===== config.mk =====
export PLATFORM = sky130hd
export DESIGN_NAME = obi_ram_data_bridge
export DESIGN_NICKNAME = d
export VERILOG_FILES = /design/src/rtl/obi_ram_bridge_pkg.sv /design/src/rtl/obi_ram_stall_lfsr.sv /design/src/rtl/obi_ram_data_bridge.sv
export SDC_FILE = /design/constraint.sdc
export NUM_CORES = 1
export LEC_CHECK = 0
export BUFFER_PORTS_ARGS = -buffer_cell sky130_fd_sc_hd__buf_2
export CAP_MARGIN = 5
export CORE_ASPECT_RATIO = 0.5
export CORE_MARGIN = 8
export CORE_UTILIZATION = 39
export DETAILED_ROUTE_END_ITERATION = 10
export GPL_TIMING_DRIVEN = 0
export PLACE_DENSITY = 0.84
export SYNTH_ARGS = -nofsm -noshare
export SYNTH_HDL_FRONTEND = slang
export SYNTH_SLANG_ARGS = --single-unit

===== constraint.sdc =====
create_clock -name clk_i -period 1.75 [get_ports clk_i]
set_input_delay 0.35 -clock clk_i [delete_from_list [all_inputs] [get_ports clk_i]]
set_output_delay 0.35 -clock clk_i [all_outputs]
set_load 0.1 [all_outputs]

===== src/rtl/obi_ram_bridge_pkg.sv =====
// Shared types and constants for the OBI-to-RAM data bridge and its stall generator.
package obi_ram_bridge_pkg;

  typedef enum logic {
    IDLE  = 1'b0,
    STALL = 1'b1
  } state_e;

  // Fibonacci taps 16,14,13,11 expressed as a mask over bits [15:0]
  localparam logic [15:0] LFSR_TAPS   = 16'hB400;
  localparam int          STALL_CNT_W = 8;

  function automatic logic [15:0] lfsr_next(input logic [15:0] value);
    return {value[14:0], ^(value & LFSR_TAPS)};
  endfunction

endpackage


===== src/rtl/obi_ram_stall_lfsr.sv =====
// Free-running 16-bit LFSR producing a pseudo-random grant stall length in 0..GNT_STALL_MAX.
module obi_ram_stall_lfsr
  import obi_ram_bridge_pkg::*;
#(
  parameter int          GNT_STALL_MAX = 0,
  parameter logic [15:0] LFSR_SEED     = 16'hACE1
) (
  input  logic                   clk_i,
  input  logic                   rst_ni,
  output logic [STALL_CNT_W-1:0] stall_o
);

  logic [15:0] lfsr_q;

  always_ff @(posedge clk_i or negedge rst_ni) begin
    if (!rst_ni) begin
      lfsr_q <= LFSR_SEED;
    end else begin
      lfsr_q <= lfsr_next(lfsr_q);
    end
  end

  assign stall_o = STALL_CNT_W'(32'(lfsr_q[7:0]) % 32'(GNT_STALL_MAX + 1));

endmodule


===== src/rtl/obi_ram_data_bridge.sv =====
// OBI data-port to dual-port RAM port-B bridge with optional random grant stalls,
// fixed one-cycle response latency, range checking and transaction counters.
module obi_ram_data_bridge
  import obi_ram_bridge_pkg::*;
#(
  parameter int          ADDR_WIDTH    = 22,
  parameter int          GNT_STALL_MAX = 0,
  parameter logic [15:0] LFSR_SEED     = 16'hACE1
) (
  input  logic                  clk_i,
  input  logic                  rst_ni,
  input  logic                  stall_en_i,
  input  logic                  data_req_i,
  output logic                  data_gnt_o,
  input  logic [31:0]           data_addr_i,
  input  logic                  data_we_i,
  input  logic [3:0]            data_be_i,
  input  logic [31:0]           data_wdata_i,
  output logic                  data_rvalid_o,
  output logic [31:0]           data_rdata_o,
  output logic                  data_err_o,
  output logic                  ram_en_o,
  output logic [ADDR_WIDTH-1:0] ram_addr_o,
  output logic                  ram_we_o,
  output logic [3:0]            ram_be_o,
  output logic [31:0]           ram_wdata_o,
  input  logic [31:0]           ram_rdata_i,
  output logic [31:0]           rd_count_o,
  output logic [31:0]           wr_count_o
);

  state_e                 state_q, state_d;
  logic [STALL_CNT_W-1:0] cnt_q, cnt_d;
  logic [STALL_CNT_W-1:0] stall_s;
  logic                   gnt;
  logic                   in_range;
  logic                   stall_needed;
  logic                   rvalid_q, err_q, we_q;
  logic [31:0]            rd_count_q, wr_count_q;

  obi_ram_stall_lfsr #(
    .GNT_STALL_MAX(GNT_STALL_MAX),
    .LFSR_SEED    (LFSR_SEED)
  ) u_lfsr (
    .clk_i  (clk_i),
    .rst_ni (rst_ni),
    .stall_o(stall_s)
  );

  generate
    if (ADDR_WIDTH >= 32) begin : g_full_range
      assign in_range = 1'b1;
    end else begin : g_range_check
      assign in_range = (data_addr_i[31:ADDR_WIDTH] == '0);
    end
  endgenerate

  assign stall_needed = stall_en_i && (GNT_STALL_MAX != 0) && (stall_s != '0);

  always_ff @(posedge clk_i or negedge rst_ni) begin
    if (!rst_ni) begin
      state_q <= IDLE;
      cnt_q   <= '0;
    end else begin
      state_q <= state_d;
      cnt_q   <= cnt_d;
    end
  end

  // A stall of s cycles loads cnt=s; the grant fires on the cycle the count reads 1.
  always_comb begin
    state_d = state_q;
    cnt_d   = cnt_q;
    gnt     = 1'b0;
    unique case (state_q)
      IDLE: begin
        if (data_req_i) begin
          if (!stall_needed) begin
            gnt = 1'b1;
          end else begin
            cnt_d   = stall_s;
            state_d = STALL;
          end
        end
      end
      STALL: begin
        if (!data_req_i) begin
          state_d = IDLE;
          cnt_d   = '0;
        end else if (cnt_q == STALL_CNT_W'(1)) begin
          gnt     = 1'b1;
          state_d = IDLE;
          cnt_d   = '0;
        end else begin
          cnt_d = cnt_q - STALL_CNT_W'(1);
        end
      end
      default: begin
        state_d = IDLE;
        cnt_d   = '0;
      end
    endcase
  end

  assign data_gnt_o  = gnt;
  assign ram_en_o    = gnt && in_range;
  assign ram_addr_o  = data_addr_i[ADDR_WIDTH-1:0];
  assign ram_we_o    = data_we_i;
  assign ram_be_o    = data_be_i;
  assign ram_wdata_o = data_wdata_i;

  always_ff @(posedge clk_i or negedge rst_ni) begin
    if (!rst_ni) begin
      rvalid_q <= 1'b0;
      err_q    <= 1'b0;
      we_q     <= 1'b0;
    end else begin
      rvalid_q <= gnt;
      err_q    <= gnt && !in_range;
      we_q     <= data_we_i;
    end
  end

  assign data_rvalid_o = rvalid_q;
  assign data_err_o    = err_q;
  assign data_rdata_o  = (rvalid_q && !we_q && !err_q) ? ram_rdata_i : 32'h0;

  always_ff @(posedge clk_i or negedge rst_ni) begin
    if (!rst_ni) begin
      rd_count_q <= '0;
      wr_count_q <= '0;
    end else if (rvalid_q && !err_q) begin
      if (we_q) begin
        if (wr_count_q != 32'hFFFF_FFFF) wr_count_q <= wr_count_q + 32'd1;
      end else begin
        if (rd_count_q != 32'hFFFF_FFFF) rd_count_q <= rd_count_q + 32'd1;
      end
    end
  end

  assign rd_count_o = rd_count_q;
  assign wr_count_o = wr_count_q;

endmodule


==> results of run 1 <==
flip-flops by register name, summed over array words and instances (netlist names):
register       cells
cnt_q              8
data_err_o         1
data_rvalid_o      1
rd_count_o        32
state_q            1
we_q               1
wr_count_o        32
area by class of cell:
type,instances,area [um2]
plain buffers,67,563
fillers,688,3210
well taps,145,181
repair buffers,267,2160
clock inverters,4,47.5
inverters,9,40.0
flip-flops and latches,76,2100
multi-input cells,275,2320
clock buffers,12,256
routing by layer:
| metal | GRT usage, % | vias to the layer above | routed length, um |
|---|---|---|---|
| li1 | - | 1986 | - |
| met1 | 19.2 | 2106 | 5490 |
| met2 | 35.9 | 204 | 8540 |
| met3 | 5.78 | 41 | 1220 |
| met4 | 9.24 | 0 | 539 |
| met5 | 0 | - | 0 |
worst reg2reg max path: cells and delay by family, from the launching register on:
| family | cells | cell delay (ns) |
|---|---|---|
| xor+xnor | 1 | 0.14 |
| buf+inv | 3 | 0.45 |
| simple gates | 3 | 0.67 |
| flops | 1 | 0.50 |
| compound gates | 1 | 0.24 |
report_power, final:
group	switching, mW	total, mW	internal (mW)
clock	0.715	1.89	1.18
sequential	0.186	2.10	1.91
combinational	1.81	2.39	0.576
cell usage after synthesis (all sizes together):
library cell,number,area share (%)
a211o,1,0.20
and2,38,5.6
and4,8,1.6
xor2,16,3.2
nor3,7,0.81
o31ai,1,0.17
o21a,1,0.17
o22ai,3,0.43
a31oi,6,1.0
and3b,1,0.20
dfrtp,76,44
mux2i,1,0.23
or4,1,0.26
buf,61,10
clkbuf,7,0.61
nor3b,2,0.46
a21oi,2,0.23
ha,4,1.2
xnor2,46,9.3
o311ai,2,0.99
nor2,14,1.3
nor4,10,1.9
nand3,20,2.3
a21o,1,0.17
a211oi,1,0.29
o21ai,5,0.58
nand3b,2,0.35
inv,9,0.78
nand4b,2,0.55
nand2b,1,0.15
and3,19,2.8
o211ai,1,0.17
nand4,27,3.9
nand2,27,2.4
mux2,2,0.61
or2,3,0.43
through the flow:
step	TNS, ns	utilization, %	power, mW	hold WS (ns)
detailed placement	-21.33	56.2	4.34	0.225
CTS	-13.53	67.5	6.38	0.131
finish	-22.21	70.5	6.38	0.136
global route	-28.35	70.5	6.57	0.123
floorplan	-13.34	-	3.94	0.0544
global placement	-46.67	55.9	4.30	0.464
path summary, 6_finish.rpt:
path	startpoint	endpoint	slack [ns]	depth (start not counted)
setup / recovery	cnt_q[4]	ram_en_o	-0.51	5
hold / removal	data_we_i	we_q	0.14	1
setup reg to reg	data_err_o	rd_count_o[31]	-0.37	8
hold reg to reg	rd_count_o[7]	rd_count_o[7]	0.48	1
max in group asynchronous	rst_ni	rd_count_o[0]	0.75	3
min in group asynchronous	rst_ni	wr_count_o[28]	0.41	2
cell families after synthesis:
kind of cell	Yosys count	synth area share, %
AO/OA/AOI/OAI	24	4.44
AND/OR/NAND/NOR	182	25.0
XOR/XNOR	62	12.6
multiplexers	3	0.841
flip-flops	76	44.1
buffers and inverters	77	11.9
adder cells (fa/ha/maj)	4	1.16
repair_timing:
action	4_1_cts	5_1_grt
setup buffers	37	20
pin swaps	22	20
gates cloned	3	1
setup endpoints to repair	89	93
hold buffers	1	0
resized for setup	152	36
hold endpoints to repair	15	0
==> results.yml, run 1 <==
timing:
  worst_pin_slew_ns: 0.517
  clock_skew_after_layout_ns: 0.0100
  layout_setup_ws_ns: -0.514
  timing.max_slew.rel_slack_pct: 65.4
  rsz0062_at_grt: "true"
  final_period_util_pct: 129
  fmax_ghz: 0.442
  fin_crit_ns: 2.26
  timing_hold_violations_final: 0
  final_max_slew_viol_count: 0
  setup_viol: 79
layout:
  final_cell_mix: "sky130_fd_sc_hd__buf_2, sky130_fd_sc_hd__buf_4, sky130_fd_sc_hd__dfrtp_4, sky130_fd_sc_hd__xnor2_1, sky130_fd_sc_hd__buf_12"
  areaGrowthSynthToFinish_pct: 77.8
  num_antenna_cells: 0
  post-route-cell-area_um2: 7670
  drive_above_1_share_pct: 70.7
  most_common_library_cell_in_the_layout_ignoring_fill_and_taps: "sky130_fd_sc_hd__buf_2"
  final_nets: 814
  layout.cells.non_filler: 855
floorplanning:
  design.core.area_um2: 10900
  dieArea_um2: 14900
  rows: 27
  dieHeight_um: 90.4
  io-pin-count: 264
  start_util_pct: 39.7
  die_w_um: 165
flow_run:
  reported_max_cap_violation_count: 0
placement:
  placedCellCount: 778
  post-place-ws_ns: -0.426
  globalplace.congestion: 0.802
  buffer_ports.inserted: 204
  place.detailed.hpwl_mm: 10.1
  placed_area_um2: 6110
global_route:
  total_congestion_overflow: 0
  global_route_wire_length_before_repair_mm: 23.1
  initial_antenna_violation_count: 0
  grt_pass1_vias: 4504
  grt_max_degree: 62
  gr-usage-all-layers_pct: 19.3
yosys:
  ys_seq_area_share_pct: 44.1
  syn_inst: 428
  synth_cell_type_count: 48
  total_nets_after_synthesis: 537
  synth.avg_cell_area_um2: 10.1
  synth_warnings: 0
  synthesis.area_um2: 4320
  number_of_synthesized_register_bits: 76
routing:
  detailedRoute.firstPassIterationCount: 4
  drt-vias-per-instance: 5.07
  num_vias: 4337
  wl_per_cell_um: 18.5
  drc: 0
  antenna_violating_nets_left: 0
  routed_wl_mm: 15.8
  detail_route.iter0.violations: 249
clocking:
  tritoncts_clock_tree: "yes"
  h-tree-depth: 3
  clk_pin_slew_ns: 0.06
  clockRootBuffer: "sky130_fd_sc_hd__clkbuf_16"
  cts_made_buffers: 9
  clkSinkCount: 76
  worst_skew_pair.late_latency_ns: 0.34
  ctsLongestPathBuffers: 2
power:
  peakVddDrop_mv: 0.569
  leakage_nw: 3.68
  power.density_nw_per_um2: 832
critical_path:
  endpoint_kind: "output pin"
  crit_fanout: 2
  worstSetupStartpointType: "flop"
  worst_path_dominant_cell_family: "simple AND/OR/NAND/NOR gates"
  cp.required_ns: 1.40
  crit_arrival_ns: 1.91
  worst-setup-path-type: "flop to output pin"
  slowest_delay_ns: 0.55
  crit_path_top_delay_cell: "sky130_fd_sc_hd__or4_4"
  timing.critical_path.buf_inv: 1
  timing.critical_path.cells: "or4_4 > o31ai_4 > nand2_2 > nor2_4 > buf_12"
outcome:
  outcome: "finished, violations left"
  failed_checks: "setup timing"
min_path:
  timing.hold.worst.class: "input port to flop"
No activity file was read; power rests on OpenSTA's default activity.
==> inputs of run 2 (changes only) <==
BUFFER_PORTS_ARGS = -buffer_cell sky130_fd_sc_hd__buf_4   (was -buffer_cell sky130_fd_sc_hd__buf_2)
==> results.yml, run 2 (synthesis gave the netlist of run 1 again) <==
outcome:
  outcome: "finished, violations left"
  failed_checks: "setup timing"
timing:
  worst_pin_slew_ns: 0.950
  fmax_ghz: 0.441
  rsz0062_at_grt: "true"
  setup_viol: 87
  timing.max_slew.rel_slack_pct: 36.7
  clock_skew_after_layout_ns: 0.00617
  timing_hold_violations_final: 0
  fin_crit_ns: 2.27
  final_period_util_pct: 129
  layout_setup_ws_ns: -0.515
  final_max_slew_viol_count: 0
  fin_setup_tns_ns: -22.37
critical_path:
  worst-setup-path-type: "flop to output pin"
  crit_fanout: 2
  crit_arrival_ns: 1.92
  worst_path_dominant_cell_family: "simple AND/OR/NAND/NOR gates"
  slowest_delay_ns: 0.57
  worstSetupStartpointType: "flop"
  cp.required_ns: 1.40
  timing.critical_path.buf_inv: 1
  endpoint_kind: "output pin"
  crit_path_top_delay_cell: "sky130_fd_sc_hd__or4_4"
  timing.critical_path.cells: "or4_4 > o31ai_4 > nand2_2 > nor2_4 > buf_12"
placement:
  post-place-ws_ns: -0.458
  buffer_ports.inserted: 204
  place.detailed.hpwl_mm: 10.5
  globalplace.congestion: 0.790
clocking:
  clk_pin_slew_ns: 0.05
  cts_made_buffers: 9
  h-tree-depth: 3
  worst_skew_pair.late_latency_ns: 0.33
  ctsLongestPathBuffers: 2
  clkSinkCount: 76
  postCtsHoldBufs: 0
  clockRootBuffer: "sky130_fd_sc_hd__clkbuf_16"
  tritoncts_clock_tree: "yes"
power:
  peakVddDrop_mv: 0.446
  power.density_nw_per_um2: 789
  leakage_nw: 3.89
routing:
  num_vias: 4343
  detailedRoute.firstPassIterationCount: 4
  wl_per_cell_um: 19.0
  routed_wl_mm: 16.1
  drc: 0
  detail_route.iter0.violations: 220
  drt-vias-per-instance: 5.11
  antenna_violating_nets_left: 0
global_route:
  total_congestion_overflow: 0
  grtUsageMet3_pct: 6.51
  gr-usage-all-layers_pct: 19.4
  grt_pass1_vias: 4570
  global_route_wire_length_before_repair_mm: 23.6
  grt_max_degree: 77
  initial_antenna_violation_count: 0
  grt.busiest_layer: "met2"
  groute.layer.met1.usage_pct: 19.1
  grt.met2_usage_pct: 37.6
floorplanning:
  dieHeight_um: 90.4
  rows: 27
  start_util_pct: 39.7
  dieArea_um2: 14900
  design.core.area_um2: 10900
  die_w_um: 165
  io-pin-count: 264
layout:
  final_cell_mix: "sky130_fd_sc_hd__buf_4, sky130_fd_sc_hd__dfrtp_4, sky130_fd_sc_hd__xnor2_1, sky130_fd_sc_hd__buf_12, sky130_fd_sc_hd__and2_4"
  final_nets: 809
  num_antenna_cells: 0
  most_common_library_cell_in_the_layout_ignoring_fill_and_taps: "sky130_fd_sc_hd__buf_4"
  drive_above_1_share_pct: 73.2
  areaGrowthSynthToFinish_pct: 89.3
  utilization_pct: 75.1
flow_run:
  reported_max_cap_violation_count: 0
min_path:
  timing.hold.worst.class: "input port to flop"
[run 2: path summary, 6_finish.rpt]
path	start	end	slack (ns)	cells after the start
min reg2reg	wr_count_o[14]	wr_count_o[14]	0.49	1
max in group asynchronous	rst_ni	rd_count_o[0]	0.86	1
min	data_we_i	we_q	0.14	1
max reg2reg	cnt_q[3]	cnt_q[5]	-0.41	9
min in group asynchronous	rst_ni	wr_count_o[28]	0.17	1
max	cnt_q[3]	ram_en_o	-0.52	5
[run 2: area by class of cell]
| cell class | count | area [um2] |
|---|---|---|
| Fill cell | 657 | 2710 |
| Multi-Input combinational cell | 275 | 2470 |
| Tap cell | 145 | 181 |
| Inverter | 9 | 37.5 |
| Sequential cell | 76 | 2100 |
| Clock buffer | 12 | 267 |
| Buffer | 67 | 564 |
| Timing Repair Buffer | 262 | 2520 |
| Clock inverter | 4 | 22.5 |
[run 2: layer usage]
metal  wire length (um)  vias up
met4                347        0
met1               5520     2156
li1                   -     1967
met3               1360       30
met5                  0        -
met2               8910      190
[run 2: repair_timing]
item,in CTS,in global routing
endpoints found under the setup margin,88,89
pin swaps,30,52
endpoints found under the hold margin,0,0
gates resized for setup,129,59
buffers inserted,35,20
gates cloned,3,1
[run 2: power breakdown]
| part | internal [mW] | switching [mW] |
|---|---|---|
| combinational | 0.729 | 1.85 |
| clock | 1.07 | 0.691 |
| sequential | 1.91 | 0.197 |
[run 2: per-stage QoR]
| stage | power (mW) | cell area [um2] | instances | hold WS, ns |
|---|---|---|---|---|
| 2_1_floorplan | 3.94 | 4880 | 428 | 0.0544 |
| 3_3_place_gp | 4.46 | 6590 | 777 | 0.470 |
| 3_5_place_dp | 4.50 | 6590 | 777 | 0.473 |
| 4_1_cts | 6.40 | 7740 | 830 | 0.127 |
| 5_1_grt | 6.65 | 8170 | 850 | 0.124 |
| 6_report | 6.44 | 8170 | 850 | 0.139 |
==> inputs of run 3 (changes only) <==
CORE_MARGIN = 5   (was 8)
CORE_UTILIZATION = 47   (was 39)
PLACE_DENSITY = 0.93   (was 0.84)
SKIP_LAST_GASP = 1   (was not set)
clock period = 2.8 ns   (was 1.75 ns; I/O delays follow)
==> results.yml, run 3 (synthesis gave the netlist of run 1 again) <==
layout:
  layout.cells.non_filler: 765
  most_common_library_cell_in_the_layout_ignoring_fill_and_taps: "sky130_fd_sc_hd__buf_4"
  areaGrowthSynthToFinish_pct: 47.0
  utilization_pct: 71.9
  final_nets: 752
  final_cell_mix: "sky130_fd_sc_hd__buf_4, sky130_fd_sc_hd__dfrtp_1, sky130_fd_sc_hd__xnor2_1, sky130_fd_sc_hd__and2_2, sky130_fd_sc_hd__nand4_1"
  drive_above_1_share_pct: 50.8
  num_antenna_cells: 0
critical_path:
  worst_r2r_endpoint: "rd_count_o[25]"
  worst_setup_path_endpoint: "ram_en_o"
  timing.critical_path.buf_inv: 1
  critical_path_depth: 5
  setup.reg_to_reg.worst_slack_ns: 0.49
  timing.critical_path.cells: "or4_4 > o31ai_2 > nand2_1 > nor2_2 > buf_6"
  crit_path_top_delay_cell: "sky130_fd_sc_hd__or4_4"
  slowest_delay_ns: 0.59
  rr_worst_depth: 7
  worst-setup-path-type: "flop to output pin"
  endpoint_kind: "output pin"
  worstSetupStartpointType: "flop"
  timing.critical_path.from: "cnt_q[4]"
  cp.required_ns: 2.24
  worst_path_dominant_cell_family: "simple AND/OR/NAND/NOR gates"
  critical_path.reg2reg.startpoint: "rd_count_o[0]"
  crit_fanout: 5
  crit_arrival_ns: 2.13
routing:
  antenna_violating_nets_left: 0
  num_vias: 3990
  drt-vias-per-instance: 5.22
  detailedRoute.firstPassIterationCount: 5
  wl_per_cell_um: 18.1
  routed_wl_mm: 13.8
  detail_route.iter0.violations: 262
  drc: 0
global_route:
  gr-usage-all-layers_pct: 23.8
  initial_antenna_violation_count: 0
  total_congestion_overflow: 0
  grt_pass1_vias: 4119
  grt.met2_usage_pct: 42.5
  groute.layer.met1.usage_pct: 24.6
  global_route_wire_length_before_repair_mm: 21.9
  grt_max_degree: 77
  grt.busiest_layer: "met2"
  grtUsageMet3_pct: 10.8
outcome:
  outcome: "complete, no violations"
floorplanning:
  rows: 24
  start_util_pct: 48.9
  dieArea_um2: 11300
  dieHeight_um: 77.8
  design.core.area_um2: 8830
  io-pin-count: 264
  die_w_um: 146
min_path:
  timing.hold.worst.class: "input port to flop"
clocking:
  ctsLongestPathBuffers: 2
  clk_pin_slew_ns: 0.06
  h-tree-depth: 3
  clkSinkCount: 76
  cts_made_buffers: 9
  clockRootBuffer: "sky130_fd_sc_hd__clkbuf_16"
  tritoncts_clock_tree: "yes"
  worst_skew_pair.late_latency_ns: 0.34
power:
  peakVddDrop_mv: 0.322
  totalPowerFinal_mw: 3.87
  leakage_nw: 3.26
  power.density_nw_per_um2: 609
timing:
  worst_pin_slew_ns: 0.931
  setup_viol: 0
  timing.max_slew.rel_slack_pct: 37.9
  timing_hold_violations_final: 0
  final_period_util_pct: 96.2
  fin_crit_ns: 2.69
  final_max_slew_viol_count: 0
  clock_skew_after_layout_ns: 0.00632
  fin_setup_tns_ns: 0
  rsz0062_at_grt: "false"
  hold-worst-slack_ns: 0.336
  fmax_ghz: 0.371
placement:
  place.detailed.hpwl_mm: 10.3
  placedCellCount: 749
  globalplace.congestion: 0.811
  buffer_ports.inserted: 204
flow_run:
  reported_max_cap_violation_count: 0
## run 3: cell types whose count changed in the layout (fill, tap and decap cells not counted), moves of 19 or more
| cell | change |
|---|---|
| sky130_fd_sc_hd__and2_2 | +30 |
| sky130_fd_sc_hd__and2_4 | -33 |
| sky130_fd_sc_hd__buf_12 | -35 |
| sky130_fd_sc_hd__buf_6 | -20 |
| sky130_fd_sc_hd__dfrtp_1 | +66 |
| sky130_fd_sc_hd__dfrtp_2 | -19 |
| sky130_fd_sc_hd__dfrtp_4 | -47 |
## run 3: cell type report
cell class	instances	area, um2
buffer	68	479
clock buffer	10	239
clock inverter	6	63.8
fill	612	2480
inverter	9	33.8
multi-input combinational	275	1950
sequential	76	1900
tap	117	146
timing repair buffer	204	1540
## run 3: how the worst min path moves through the flow
stage | startpoint | depth (start not counted) | end
4_1_cts | data_we_i | 1 | we_q
2_1_floorplan | rst_ni | 0 | cnt_q[0]
5_1_grt | data_we_i | 1 | we_q
3_5_place_dp | rd_count_o[7] | 1 | rd_count_o[7]
3_3_place_gp | wr_count_o[11] | 1 | wr_count_o[11]
6_report | data_we_i | 1 | we_q
## run 3: metrics by stage
| step | setup WS, ns | instance area (um2) |
|---|---|---|
| CTS | 0.0331 | 6340 |
| floorplan | 0.0312 | 4360 |
| detailed placement | 0.361 | 6030 |
| global placement | 0.454 | 6030 |
| global route | 0.0130 | 6340 |
| finish | 0.105 | 6340 |
## run 3: routing by layer
layer | share of wire [%] | up-vias
li1 | - | 1855
met1 | 36 | 1921
met2 | 51 | 181
met3 | 9.6 | 33
met4 | 3.2 | 0
met5 | 0 | -
## run 3: report_power, final
group,internal [mW],total [mW],switching [mW]
Combinational,0.327,1.43,1.10
Sequential,1.17,1.26,0.0972
Clock,0.712,1.18,0.466
Total,2.21,3.87,1.66
## run 3: what timing repair did
item                       CTS  global route
resized for setup            1             1
hold buffers                 0             0
setup endpoints to repair    1             2
setup buffers                0             0
gates cloned                 0             0
